## config.mk

```make
export PLATFORM = sky130hd
export DESIGN_NAME = countdown_timer_ctrl
export DESIGN_NICKNAME = d
export VERILOG_FILES = /design/src/rtl/timer_pkg.sv /design/src/rtl/bcd_mmss_counter.sv /design/src/rtl/countdown_timer_ctrl.sv
export SDC_FILE = /design/constraint.sdc
export NUM_CORES = 1
export LEC_CHECK = 0
export CAP_MARGIN = 10
export CORE_MARGIN = 2
export CORE_UTILIZATION = 61
export CTS_BUF_LIST = sky130_fd_sc_hd__clkbuf_2 sky130_fd_sc_hd__clkbuf_4 sky130_fd_sc_hd__clkbuf_8
export DETAILED_ROUTE_END_ITERATION = 8
export PLACE_DENSITY_LB_ADDON = 0.25
export SLEW_MARGIN = 20
export SYNTH_ARGS = -nofsm -noshare
export SYNTH_HDL_FRONTEND = slang
export SYNTH_SLANG_ARGS = --single-unit
```

## constraint.sdc

```tcl
create_clock -name clk -period 5.62 [get_ports clk]
set_input_delay 1.124 -clock clk [delete_from_list [all_inputs] [get_ports clk]]
set_output_delay 1.124 -clock clk [all_outputs]
set_load 0.005 [all_outputs]
```

## src/rtl/timer_pkg.sv

```systemverilog
// Shared encodings and BCD limits for the kitchen countdown timer.
package timer_pkg;

   typedef enum logic [1:0] {
      IDLE  = 2'd0,
      RUN   = 2'd1,
      PAUSE = 2'd2,
      ALARM = 2'd3
   } timer_state_e;

   localparam logic [3:0] SEC10_MAX = 4'd5;
   localparam logic [3:0] DIGIT_MAX = 4'd9;

endpackage

```

## src/rtl/bcd_mmss_counter.sv

```systemverilog
// Four-digit BCD mm:ss register with set-increment, one-second decrement and clear.
module bcd_mmss_counter
   import timer_pkg::*;
#(
   parameter int MAX_MIN10 = 5
) (
   input  logic       clk,
   input  logic       reset_p,
   input  logic       inc_min,
   input  logic       inc_sec,
   input  logic       dec,
   input  logic       clr,
   output logic [3:0] min10,
   output logic [3:0] min1,
   output logic [3:0] sec10,
   output logic [3:0] sec1,
   output logic       is_zero,
   output logic       is_one
);

   localparam logic [3:0] MIN10_MAX = 4'(MAX_MIN10);

   logic [3:0] min10_q, min1_q, sec10_q, sec1_q;
   logic [3:0] min10_d, min1_d, sec10_d, sec1_d;

   assign is_zero = (min10_q == 4'd0) && (min1_q == 4'd0) && (sec10_q == 4'd0) && (sec1_q == 4'd0);
   assign is_one  = (min10_q == 4'd0) && (min1_q == 4'd0) && (sec10_q == 4'd0) && (sec1_q == 4'd1);

   // Next digit values: clear wins, then decrement with borrow, then set increments.
   always_comb begin
      // NOTE: every variable gets its hold value first so no path leaves it unassigned (no latch).
      min10_d = min10_q;
      min1_d  = min1_q;
      sec10_d = sec10_q;
      sec1_d  = sec1_q;
      if (clr) begin
         min10_d = 4'd0;
         min1_d  = 4'd0;
         sec10_d = 4'd0;
         sec1_d  = 4'd0;
      end else if (dec && !is_zero) begin
         if (sec1_q != 4'd0) begin
            sec1_d = sec1_q - 4'd1;
         end else begin
            sec1_d = DIGIT_MAX;
            if (sec10_q != 4'd0) begin
               sec10_d = sec10_q - 4'd1;
            end else begin
               // Seconds were 00 and time is nonzero, so minutes are at least 01.
               sec10_d = SEC10_MAX;
               if (min1_q != 4'd0) begin
                  min1_d = min1_q - 4'd1;
               end else begin
                  min1_d  = DIGIT_MAX;
                  min10_d = min10_q - 4'd1;
               end
            end
         end
      end else begin
         if (inc_sec) begin
            if (sec1_q == DIGIT_MAX) begin
               sec1_d  = 4'd0;
               sec10_d = (sec10_q == SEC10_MAX) ? 4'd0 : sec10_q + 4'd1;
            end else begin
               sec1_d = sec1_q + 4'd1;
            end
         end
         if (inc_min) begin
            if (min1_q == DIGIT_MAX) begin
               min1_d  = 4'd0;
               min10_d = (min10_q == MIN10_MAX) ? 4'd0 : min10_q + 4'd1;
            end else begin
               min1_d = min1_q + 4'd1;
            end
         end
      end
   end

   // Digit registers with synchronous reset.
   always_ff @(posedge clk) begin
      // NOTE: sequential state uses non-blocking assignments so all flops update together.
      if (reset_p) begin
         min10_q <= 4'd0;
         min1_q  <= 4'd0;
         sec10_q <= 4'd0;
         sec1_q  <= 4'd0;
      end else begin
         min10_q <= min10_d;
         min1_q  <= min1_d;
         sec10_q <= sec10_d;
         sec1_q  <= sec1_d;
      end
   end

   assign min10 = min10_q;
   assign min1  = min1_q;
   assign sec10 = sec10_q;
   assign sec1  = sec1_q;

endmodule

```

## src/rtl/countdown_timer_ctrl.sv

```systemverilog
// Kitchen-timer control FSM: set -> run -> pause -> alarm around a BCD mm:ss counter.
module countdown_timer_ctrl
   import timer_pkg::*;
#(
   parameter int ALARM_SEC = 10,
   parameter int MAX_MIN10 = 5
) (
   input  logic       clk,
   input  logic       reset_p,
   input  logic       clk_sec,
   input  logic       btn_start,
   input  logic       btn_min,
   input  logic       btn_sec,
   input  logic       btn_clear,
   output logic [3:0] min10,
   output logic [3:0] min1,
   output logic [3:0] sec10,
   output logic [3:0] sec1,
   output logic       running,
   output logic       alarm,
   output logic       timeout
);

   localparam logic [5:0] ALARM_LAST = 6'(ALARM_SEC);

   timer_state_e state_q, state_d;
   logic [5:0]   alarm_cnt_q, alarm_cnt_d;
   logic         running_q, running_d;
   logic         alarm_q, alarm_d;
   logic         timeout_q, timeout_d;

   logic inc_min, inc_sec, dec, clr;
   logic is_zero, is_one;

   bcd_mmss_counter #(.MAX_MIN10(MAX_MIN10)) u_counter (
      .clk     (clk),
      .reset_p (reset_p),
      .inc_min (inc_min),
      .inc_sec (inc_sec),
      .dec     (dec),
      .clr     (clr),
      .min10   (min10),
      .min1    (min1),
      .sec10   (sec10),
      .sec1    (sec1),
      .is_zero (is_zero),
      .is_one  (is_one)
   );

   // Next state, counter strobes and registered-output values; clear > start > clk_sec > set buttons.
   always_comb begin
      state_d     = state_q;
      alarm_cnt_d = alarm_cnt_q;
      timeout_d   = 1'b0;
      inc_min     = 1'b0;
      inc_sec     = 1'b0;
      dec         = 1'b0;
      clr         = 1'b0;
      case (state_q)
         IDLE: begin
            if (btn_clear) begin
               clr = 1'b1;
            end else if (btn_start) begin
               if (!is_zero) state_d = RUN;
            end else begin
               inc_min = btn_min;
               inc_sec = btn_sec;
            end
         end
         RUN: begin
            if (btn_clear) begin
               clr     = 1'b1;
               state_d = IDLE;
            end else if (btn_start) begin
               state_d = PAUSE;
            end else if (clk_sec) begin
               dec = 1'b1;
               if (is_one) begin
                  state_d     = ALARM;
                  timeout_d   = 1'b1;
                  alarm_cnt_d = 6'd0;
               end
            end
         end
         PAUSE: begin
            if (btn_clear) begin
               clr     = 1'b1;
               state_d = IDLE;
            end else if (btn_start) begin
               state_d = RUN;
            end
         end
         ALARM: begin
            if (btn_clear || btn_start) begin
               clr         = btn_clear;
               state_d     = IDLE;
               alarm_cnt_d = 6'd0;
            end else if (clk_sec) begin
               if (alarm_cnt_q + 6'd1 >= ALARM_LAST) begin
                  state_d     = IDLE;
                  alarm_cnt_d = 6'd0;
               end else begin
                  alarm_cnt_d = alarm_cnt_q + 6'd1;
               end
            end
         end
         default: begin
            state_d     = IDLE;
            alarm_cnt_d = 6'd0;
         end
      endcase
      running_d = (state_d == RUN);
      alarm_d   = (state_d == ALARM);
   end

   // State, alarm counter and output registers.
   always_ff @(posedge clk) begin
      if (reset_p) begin
         state_q     <= IDLE;
         alarm_cnt_q <= 6'd0;
         running_q   <= 1'b0;
         alarm_q     <= 1'b0;
         timeout_q   <= 1'b0;
      end else begin
         state_q     <= state_d;
         alarm_cnt_q <= alarm_cnt_d;
         running_q   <= running_d;
         alarm_q     <= alarm_d;
         timeout_q   <= timeout_d;
      end
   end

   assign running = running_q;
   assign alarm   = alarm_q;
   assign timeout = timeout_q;

endmodule
```

==> reports/summary.txt <==
Result of the run = finished clean
Final hold slack = 519 ps
Crit start category = primary input
Number of gates resized after CTS = 0
Maximum fanout along the worst path = 16
Number of inserted filler cells in the final layout = 255
Worst ir drop on vdd = 108 uV
Placed instance count = 277
Number of hold buffers added after cts = 0
Highest attainable clock frequency = 0.283 GHz
Count of flip-flops with a built-in enable after synthesis = 0
Sum of net half-perimeters after detailed placement = 2940 um
Fraction of layout cells with a size suffix above 1 = 5.24%
Vias per cell = 6.52
Number of vias after detailed routing = 1,832
Average detailed-routed wire length per instance = 14.6 um
Starting DRC count in detailed routing = 97
Crit path cell chain = clkdlybuf4s50_1, nor3b_2, nand2_1, nor2_1, o31ai_1, a311oi_1, a221oi_1
Critical Path Slowest Stage Cell = nor2_1
Count of pins on the block boundary = 26
Fraction of post-synthesis cell area in the top cell type by area = 28.8%
Row Count = 20
Fin crit period = 3530 ps
Number of buffers created by CTS = 3
Number of clock sinks = 27
Count of antenna-violating nets left after detailed routing = 0
Most numerous cell in the Yosys netlist = dfxtp_1
Number of global-route vias before repair = 1,453
Clock Skews = 9.49 ps
Chip Width = 59.5 um
Pre-CTS worst setup slack = 1740 ps
Largest net degree at the start of global routing = 17
Maximum cell stage delay along the critical path = 870 ps
Routability cong. = 0.846
Main flop type after synthesis = dfxtp_1
Mean area per synthesized cell = 7.99 um^2
Critical setup path kind = primary input to register
Worst endpoint data arrival time = 3770 ps
Cell type group with the largest total delay on the critical path = simple AND/OR/NAND/NOR gates
Post-route setup slack = 2090 ps
GR Overflow Total = 0
Cell type contributing the most total cell area after synthesis = dfxtp_1
Number of flip-flops and latches in the synthesized netlist = 27
Share of async-settable or async-resettable flops after synthesis = 0%
RSZ-0062 raised after global routing = false
Length of the first detailed-routing pass in iterations = 4
Post-Layout Cell Count = 281
Global-route wire length before repair = 6810 um
Root Buffer = clkbuf_4
Core outline area = 2980 um^2
Data required time of the critical path = 5850 ps
Number of library cell types mapped by synthesis = 61
DRC = 0
Count of yosys warnings during synthesis = 0
Final number of hold-violating endpoints = 0
Vertical die dimension = 59.5 um
Netlist Area Pre-Place = 1880 um^2
Final setup violation count = 0
Nature of the critical path endpoint = register
Total Routing Usage GR = 24.9%
Max_slew headroom = 33.3%
Kind of path behind the tightest hold check = register to register
Number of instances in the synthesized netlist = 235
Number of antenna violations at the first check in global routing = 0
Count of input and output buffers = 25
Clock transition at path regs = 160 ps
Most numerous cell types in the synthesized netlist = dfxtp_1, o21ai_0, nor2_1
Max-slew violation count = 0
Setup total negative slack = 0 ps
Starting utilization of the core area = 63.1%
Total die area = 3540 um^2
Final core utilization = 71.0%
Layout Area Growth over Synthesis = 12.5%
CTS tree = done
Leakage Power = 0.645 nW
Number of nets in the layout = 262
Actual slew at the worst max-slew pin = 996 ps
ANT cells = 0
Reported max-cap violation count = 0
Clk buf depth = 2
Top area cells in the synthesized netlist = dfxtp_1, o21ai_0, ha_1, nor2_1, a21oi_1
Insertion delay to the later sink of the worst-skew pair = 340 ps
Share of the yosys chip area belonging to registers = 28.8%
Number of setup buffers added after CTS = 0
DRT Wirelength = 4100 um
Mapped Nets = 248
Areal power density over the cells = 144 nW/um^2
WP buf/inv = 1
Part of the cycle the worst path needs = 62.8%
Number of H-tree levels = 1
-- metal layers --
layer / up-vias / global-route usage, % / wire length, um
li1: 909 / - / -
met1: 860 / 36.1 / 1930
met2: 58 / 38.0 / 1910
met3: 5 / 3.93 / 223
met4: 0 / 7.47 / 38
met5: - / 0 / 0
-- through the flow --
stage,power [W],instance area (um^2)
final,0.000305,2110
after global routing,0.000317,2110
after CTS,0.000305,2110
after detailed placement,0.000220,2090
after global placement,0.000220,2090
after floorplan,0.000210,1880
-- state kept, by name (all words and copies together) (netlist names), 2 cells and up --
signal / flops
state_q: 2
u_counter.sec10: 4
u_counter.min1: 4
u_counter.min10: 4
u_counter.sec1: 4
alarm_cnt_q: 6
-- path summary, 6_finish.rpt --
check                          start                end  slack (ps)  cells past startpoint
setup / recovery             clk_sec  u_counter.min1[2]        2090                      7
hold / removal        alarm_cnt_q[5]     alarm_cnt_q[5]         520                      1
setup reg to reg  u_counter.min10[0]  u_counter.min1[2]        2760                      8
hold reg to reg       alarm_cnt_q[5]     alarm_cnt_q[5]         520                      1
-- logic make-up (layout without fill, tap and decap cells) --
group | Yosys count | in the layout | synth area share (%)
and+or+nand+nor | 91 | 91 | 27.8
adders and majority gates | 6 | 6 | 4.00
muxes | 1 | 1 | 0.533
DFF | 27 | 27 | 28.8
buffers and inverters | 26 | 39 | 6.46
xor gates and xnor gates | 9 | 9 | 4.20
AOI/OAI and AO/OA | 75 | 75 | 28.3
-- cell type report --
class	count	area [um^2]	area share, %
multi-input combinational	182	1220	57.5
clock inverter	1	5.00	0.237
inverter	10	37.5	1.78
sequential	27	541	25.6
clock buffer	3	22.5	1.07
timing repair buffer	25	250	11.8
tap	33	41.3	1.95
-- cells in the final DEF, fill, tap and decap left out, types with 3 or more instances in the layout --
master / count
a211oi_1: 6
or3_1: 3
clkdlybuf4s50_1: 25
clkbuf_4: 3
o22ai_1: 4
xor2_1: 3
nor3b_1: 3
nor4_1: 8
a21oi_1: 12
nand2b_1: 5
nand2_1: 14
inv_1: 10
nor2_1: 17
xnor2_1: 6
a31oi_1: 7
and2_1: 3
dfxtp_1: 27
nor2b_1: 6
and4_1: 4
ha_1: 6
nand3_1: 8
o21ai_0: 20
nor3_1: 5
-- where the power goes --
part | internal [W] | switching, W | total [W]
clock network | 0.0000268 | 0.0000616 | 0.0000884
registers | 0.000192 | 0.00000173 | 0.000194
logic | 0.00000979 | 0.0000126 | 0.0000224
total | 0.000229 | 0.0000759 | 0.000305
Note: power is estimated with default switching activity, not from simulation.
